`src/rtl/core_mem_seq.sv`:
```
// Multi-cycle sequencer sharing one single-port bus between instruction fetch and
// data load/store, with a bus watchdog and a debug halt at instruction boundaries.
module core_mem_seq #(
  parameter int unsigned TIMEOUT = 255
) (
  input  logic        clk,
  input  logic        reset,
  input  logic [31:0] pc,
  input  logic [31:0] alu_res,
  input  logic [31:0] write_data,
  input  logic        mem_re,
  input  logic        mem_we,
  input  logic [3:0]  wstrb,
  input  logic        halt_req,
  output logic [31:0] instr,
  output logic [31:0] ram_read_data,
  output logic        core_en,
  output logic        halted,
  output logic        bus_fault,
  output logic        bus_req,
  output logic        bus_we,
  output logic [31:0] bus_addr,
  output logic [31:0] bus_wdata,
  output logic [3:0]  bus_wstrb,
  input  logic [31:0] bus_rdata,
  input  logic        bus_ack
);

  localparam logic [15:0] Timeout = 16'(TIMEOUT);
  localparam logic [31:0] Nop     = 32'h0000_0013;

  typedef enum logic [2:0] {
    StIdle,
    StFetch,
    StExec,
    StData,
    StCommit,
    StHalt,
    StFault
  } state_e;

  state_e      state_q, state_d;
  logic [15:0] cnt_q;
  logic        in_fetch, in_data;

  assign in_fetch = (state_q == StFetch);
  assign in_data  = (state_q == StData);

  always_comb begin
    state_d = state_q;
    unique case (state_q)
      StIdle:   state_d = halt_req ? StHalt : StFetch;
      StFetch: begin
        if (bus_ack)                state_d = StExec;
        else if (cnt_q == Timeout)  state_d = StFault;
      end
      StExec:   state_d = (mem_we || mem_re) ? StData : StCommit;
      StData: begin
        if (bus_ack)                state_d = StCommit;
        else if (cnt_q == Timeout)  state_d = StFault;
      end
      StCommit: state_d = halt_req ? StHalt : StFetch;
      StHalt: begin
        if (!halt_req)              state_d = StFetch;
      end
      StFault:  state_d = StFault;
      default:  state_d = StIdle;
    endcase
  end

  always_ff @(posedge clk or negedge reset) begin
    if (!reset) begin
      state_q       <= StIdle;
      cnt_q         <= '0;
      instr         <= Nop;
      ram_read_data <= '0;
      core_en       <= 1'b0;
      halted        <= 1'b0;
      bus_fault     <= 1'b0;
      bus_req       <= 1'b0;
    end else begin
      state_q   <= state_d;
      core_en   <= (state_d == StCommit);
      halted    <= (state_d == StHalt);
      bus_fault <= (state_d == StFault);
      bus_req   <= (state_d == StFetch) || (state_d == StData);
      // Counter restarts whenever a transfer phase is (re)entered.
      if (state_d != state_q) begin
        cnt_q <= '0;
      end else if ((in_fetch || in_data) && !bus_ack) begin
        cnt_q <= cnt_q + 16'd1;
      end
      if (in_fetch && bus_ack) begin
        instr <= bus_rdata;
      end
      // A simultaneous load/store request is treated as a store.
      if (in_data && bus_ack && !mem_we) begin
        ram_read_data <= bus_rdata;
      end
    end
  end

  always_comb begin
    bus_we    = 1'b0;
    bus_addr  = '0;
    bus_wdata = '0;
    bus_wstrb = '0;
    if (in_fetch) begin
      bus_addr = {pc[31:2], 2'b00};
    end else if (in_data) begin
      bus_addr  = {alu_res[31:2], 2'b00};
      bus_we    = mem_we;
      bus_wdata = write_data;
      bus_wstrb = mem_we ? wstrb : 4'b0000;
    end
  end

  logic unused_addr_bits;
  assign unused_addr_bits = ^{pc[1:0], alu_res[1:0]};

endmodule
```
`config.mk`:
```
export PLATFORM = sky130hd
export DESIGN_NAME = core_mem_seq
export DESIGN_NICKNAME = d
export VERILOG_FILES = /design/src/rtl/core_mem_seq.sv
export SDC_FILE = /design/constraint.sdc
export NUM_CORES = 1
export LEC_CHECK = 0
export ABC_AREA = 1
export BUFFER_PORTS_ARGS = -buffer_cell sky130_fd_sc_hd__clkbuf_2
export CAP_MARGIN = 10
export CELL_PAD_IN_SITES_DETAIL_PLACEMENT = 1
export CELL_PAD_IN_SITES_GLOBAL_PLACEMENT = 2
export CORE_UTILIZATION = 22
export CTS_BUF_LIST = sky130_fd_sc_hd__clkbuf_4 sky130_fd_sc_hd__clkbuf_8
export DETAILED_ROUTE_END_ITERATION = 16
export MAX_ROUTING_LAYER = met4
export PLACE_DENSITY_LB_ADDON = 0.1
export SLEW_MARGIN = 20
export SYNTH_ARGS = -nofsm -noshare
export SYNTH_HDL_FRONTEND = slang
export SYNTH_SLANG_ARGS = --single-unit
```
`constraint.sdc`:
```
create_clock -name clk -period 1.7 [get_ports clk]
set_input_delay 0.085 -clock clk [delete_from_list [all_inputs] [get_ports clk]]
set_output_delay 0.085 -clock clk [all_outputs]
set_load 0.02 [all_outputs]
```
======== Word-level counts from Yosys, hierarchy flattened ========
Index checks and enable logic that the tools add are counted.
word-level totals
  input port bits ......................... 138
  register bits ........................... 87
  word-level logic and storage cells ...... 52
cells by class
  reductions and logical operators ........ 12
  equal/unequal tests ..................... 13
  $add $sub $neg .......................... 1
  mux-type cells .......................... 18
operators with widths
  cell                   number
  $mux 32                4
  $mux 16                2
  $eq 3x3->1 const B     6
  $mux 3                 6
  $pmux 3 s6             1
  $add 16x1->16 const B  1
  $eq 16x8->1 const B    1
  $mux 4                 3
  $eq 3x2->1 const B     3
  $eq 3x1->1 const B     2
  $logic_and 1x1->1      4
  $logic_not 3->1        1
  $logic_or 1x1->1       3
  $ne 3x3->1             1
  $logic_not 1->1        2
  $mux 1                 2
  $reduce_bool 2->1      1
  $reduce_or 2->1        1

======== Logic depth before layout (Yosys ltp) ========
  word-level depth ........................ 6
  gate-level depth with buffers ........... 12
  mapped depth without buffers ............ 11

======== Least setup slack after synthesis ========
Ideal clock, no wire load.
  path kind ............................... register to register
  start point ............................. register cnt_q[0]
  end point ............................... register cnt_q[13]
  required time ........................... 1.579 ns
  slack ................................... 0.170 ns
  stages on the path, launching flop included .. 12
  library setup time ...................... 0.121 ns
  data arrival time ....................... 1.409 ns
  cell sequence ........................... dfrtp_1 ha_1 nand3_1 nor2_4 nand2_1 nand2_1 nand2_1 nand2_1 nand2_1 nand2_2 buf_6 nor2_2
between the ends
  cells in the longest elaborated chain, start to end .. 6
RTL lines
  item                                          RTL line  RTL
  from (decl)                                   43        logic [15:0] cnt_q;
  from (signal assigned)                        91        cnt_q <= cnt_q + 16'd1;
  $eq 16x8->1 (*)                               55, 60
  $mux 3 (*)                                    55, 60
  $mux 3 (on tied branches)                     59, 54
  $pmux 3 s6 (*)                                51        unique case (state_q)
  named net state_d[0]                          42        state_e state_q, state_d;
  $ne 3x3->1 (*)                                88        if (state_d != state_q) begin
  $mux 16 or $reduce_bool 2->1 (tied branches)  n/a
Mark *: on every way through the listed nets, which the timed path passes. The rest lies on a longest branch. The select of a mux whose other input is x is not followed.
A chain may end at the register's enable or synchronous reset.

======== Final worst setup path ========
  start point ............................. register state_q[0]
  end point ............................... output port bus_addr[20]
between the ends
  cells in the longest elaborated chain, start to end .. 3
RTL lines
  item                    RTL line  RTL
  from (decl)             42
  from (signal assigned)  73        state_q <= StIdle;
  from (signal assigned)  82        state_q <= state_d;
  $eq 3x2->1              47        assign in_data = (state_q == StData);
  $mux 32                 110       end else if (in_data) begin
  $mux 32 (*)             108       if (in_fetch) begin
  to (decl)               22        output logic [31:0] bus_addr,
Mark *: on every way between the ends. The rest lies on a longest branch, timed or not.

==> flow_metrics.py <==
metrics = {
    "synthesis": {
        "synth-main-ff-cell": "dfrtp_1",
        "syn_area_um2": 4173,
        "ys_seq_area_frac": 0.5226,
        "synth_enable_flop_cells": 0,
        "postSynth.asyncResetShare": 1.000,
        "yosys.cell_types.count": 30,
        "ys_ff_latch": 87,
        "syn_avg_cell_area_um2": 8.182,
        "synth_cells": 510,
        "ys_warn_count": 0,
    },
    "global_route": {
        "grt_pass1_wl_mm": 25.85,
        "antenna_found_initial": 0,
        "grt_pass1_vias": 4907,
        "track_usage": 0.1744,
        "grt_max_degree": 62,
        "overflow": 0,
    },
    "placed_design": {
        "portBuffers": 268,
        "hpwl_mm": 11.84,
        "gp_congestion": 0.8345,
    },
    "routing": {
        "dr_wl_met2_mm": 9.035,
        "drt-pass1-iter-count": 6,
        "drt-met1-wl_mm": 7.294,
        "met3_length_um": 871,
        "wire_per_inst_um": 16.15,
        "avgViaCountPerCell": 4.319,
        "final_antenna_net_count": 0,
        "finalWirelength_mm": 17.54,
        "drt-initial-drc-count": 167,
        "highest_layer": "met4",
        "num_vias": 4690,
        "drc": 0,
    },
    "die": {
        "fp.dieW_um": 139.7,
        "core-area_um2": 18640,
        "die_area_um2": 19520,
        "rows": 50,
        "fp.dieH_um": 139.7,
        "io_pins": 275,
        "initial_core_util": 0.2238,
    },
    "critical_path": {
        "slowest_stage": "dfrtp_2",
        "crit_arrival_ps": 1700,
        "critical_path_class": "flop to output port",
        "cp_cell_sequence": "nand2_4 -> nor2_4 -> buf_6 -> buf_12 -> buf_12 -> a22o_1 -> clkbuf_8",
        "cp-end-kind": "output port",
        "startpoint_type": "flop",
        "worst_ep_required_time_ps": 1620,
        "cp_max_fo": 8,
        "crit_path_max_incr_delay_ps": 450,
        "crit_top_cell": "buf_12",
    },
    "clocking": {
        "cts_sinks": 87,
        "ctsHtreeMaxLevel": 3,
        "cts_root_buffer": "clkbuf_8",
        "cts.clk_slew.worst_paths_ps": 80,
        "clk_latency_ps": 370,
        "cts_buffer_depth": 2,
        "cts_tree": "done",
        "cts_buffers": 9,
    },
    "sta": {
        "rsz0062_at_grt": "yes",
        "skew_ps": 9.776,
        "hold_viol": 0,
        "period_needed_ps": 1786,
        "fin_ws_ps": -85.99,
        "slew_viol_final": 0,
        "max_freq_mhz": 559.9,
        "setup_violations": 72,
        "min_period_over_period": 1.051,
    },
    "finish": {
        "antenna_cells": 0,
        "area_growth_syn_to_layout_pct": 88.04,
        "drive_above_1_share": 0.4906,
        "final_nets": 986,
        "regArea_um2": 2185,
        "final.fill_count": 2194,
        "multiInputGateArea_um2": 1914,
        "final_core_util": 0.4209,
    },
    "run_status": {
        "violations": "setup timing",
        "status": "finished, violations left",
    },
    "power_and_ir_drop": {
        "p_per_area_nw_per_um2": 1633,
        "p_leak_nw": 4.163,
        "finalPower_w": 0.01281,
        "ir_drop_uv": 801.4,
    },
    "worst_hold_path": {
        "hp-class": "input port to flop",
    },
    "flow_run": {
        "maxCapViolations": 0,
    },
}
==> through the flow <==
step / setup WS, ps / instance area, µm² / hold WS (ps) / instances / setup TNS (ps)
2_1_floorplan: 170.1 / 4177 / -210.6 / 511 / 0
4_1_cts: -126.2 / 7398 / 19.42 / 1076 / -5836
3_5_place_dp: 72.86 / 5937 / 61.24 / 1008 / 0
5_1_grt: -157.9 / 7846 / 206.0 / 1086 / -10770
6_report: -85.99 / 7846 / 176.4 / 1086 / -2383
3_3_place_gp: 128.0 / 5937 / 56.75 / 1008 / 0
==> power breakdown <==
part           switching (W)  total [W]  internal (W)
Combinational        0.00429    0.00774       0.00345
Sequential          0.000503    0.00341       0.00291
Clock               0.000760    0.00167      0.000907
==> per-layer routing <==
layer	up-vias	track usage
met5	-	-
met1	2272	0.2038
met4	0	0.04627
li1	2265	-
met2	129	0.2903
met3	24	0.05231
==> worst max-delay path: cells and delay by family (launching register included) <==
| family | cells | cell delay (ps) |
|---|---|---|
| buffers and inverters | 4 | 520 |
| and+or+nand+nor | 2 | 140 |
| AOI/OAI and AO/OA | 1 | 220 |
| DFF | 1 | 450 |
==> kinds of logic (layout without fill, tap and decap cells) <==
family	after synthesis	count (layout)	share of synthesized area
AND/OR/NAND/NOR	199	199	0.1967
buffers and inverters	111	452	0.1043
AO/OA/AOI/OAI	99	99	0.1472
flip-flops	87	87	0.5226
XOR/XNOR	12	12	0.02519
adder cells (fa/ha/maj)	1	1	0.002998
other	1	2	0.0008987
==> sequential cells by signal (all words and copies together) (netlist names) <==
register       flops
instr             32
ram_read_data     32
cnt_q             16
state_q            3
bus_fault          1
bus_req            1
core_en            1
halted             1
==> what timing repair did <==
action / 4_1_cts / 5_1_grt
hold endpoints to repair: 91 / 1
endpoints found under the setup margin: 67 / 116
hold buffers: 33 / 1
pin swaps: 11 / 13
gates resized for setup: 163 / 113
cloned: 6 / 7
buffers inserted: 14 / 4
==> area by class of cell <==
cell class	count	share of cell area
repair buffers	351	0.3701
flip-flops and latches	87	0.2784
multi-input cells	313	0.2440
inverters	85	0.04098
well taps	234	0.03731
clock buffers	12	0.01945
clock inverters	4	0.009727
==> cells in the final DEF (no fill, tap or decap), drive strengths merged <==
| cell type | n |
|---|---|
| nor2 | 72 |
| and2 | 1 |
| buf | 70 |
| clkinvlp | 1 |
| a21oi | 2 |
| nand2 | 106 |
| conb | 2 |
| inv | 86 |
| a22o | 30 |
| o311ai | 1 |
| nor3 | 1 |
| nand3b | 1 |
| dfstp | 3 |
| dlygate4sd3 | 34 |
| dfrtp | 84 |
| o21bai | 1 |
| nand4 | 3 |
| ha | 1 |
| xor2 | 9 |
| o21ai | 65 |
| nand3 | 15 |
| xnor2 | 3 |
| bufinv | 2 |
| clkbuf | 259 |
==> cells in the mapped netlist, types with 4 or more instances <==
| library cell | n | share of area |
|---|---|---|
| o21ai_0 | 39 | 0.047 |
| buf_1 | 4 | 0.0036 |
| xor2_1 | 9 | 0.019 |
| nand2_1 | 105 | 0.094 |
| inv_1 | 80 | 0.072 |
| nor2_1 | 61 | 0.055 |
| nor2_2 | 10 | 0.015 |
| inv_2 | 5 | 0.0045 |
| nand3_1 | 14 | 0.017 |
| o21ai_1 | 26 | 0.031 |
| a22o_1 | 30 | 0.063 |
| dfrtp_1 | 84 | 0.50 |
| clkbuf_1 | 16 | 0.014 |
==> final timing paths <==
| kind | from | to | slack [ps] | cells after the start |
|---|---|---|---|---|
| max | state_q[0] | bus_addr[20] | -90 | 7 |
| min | bus_ack | state_q[1] | 180 | 4 |
| max reg2reg | state_q[2] | cnt_q[15] | -50 | 13 |
| min reg2reg | instr[30] | instr[30] | 490 | 2 |
| max in group asynchronous | reset | instr[4] | 910 | 3 |
| min in group asynchronous | reset | ram_read_data[27] | 190 | 2 |
No activity file was read; power rests on OpenSTA's default activity.
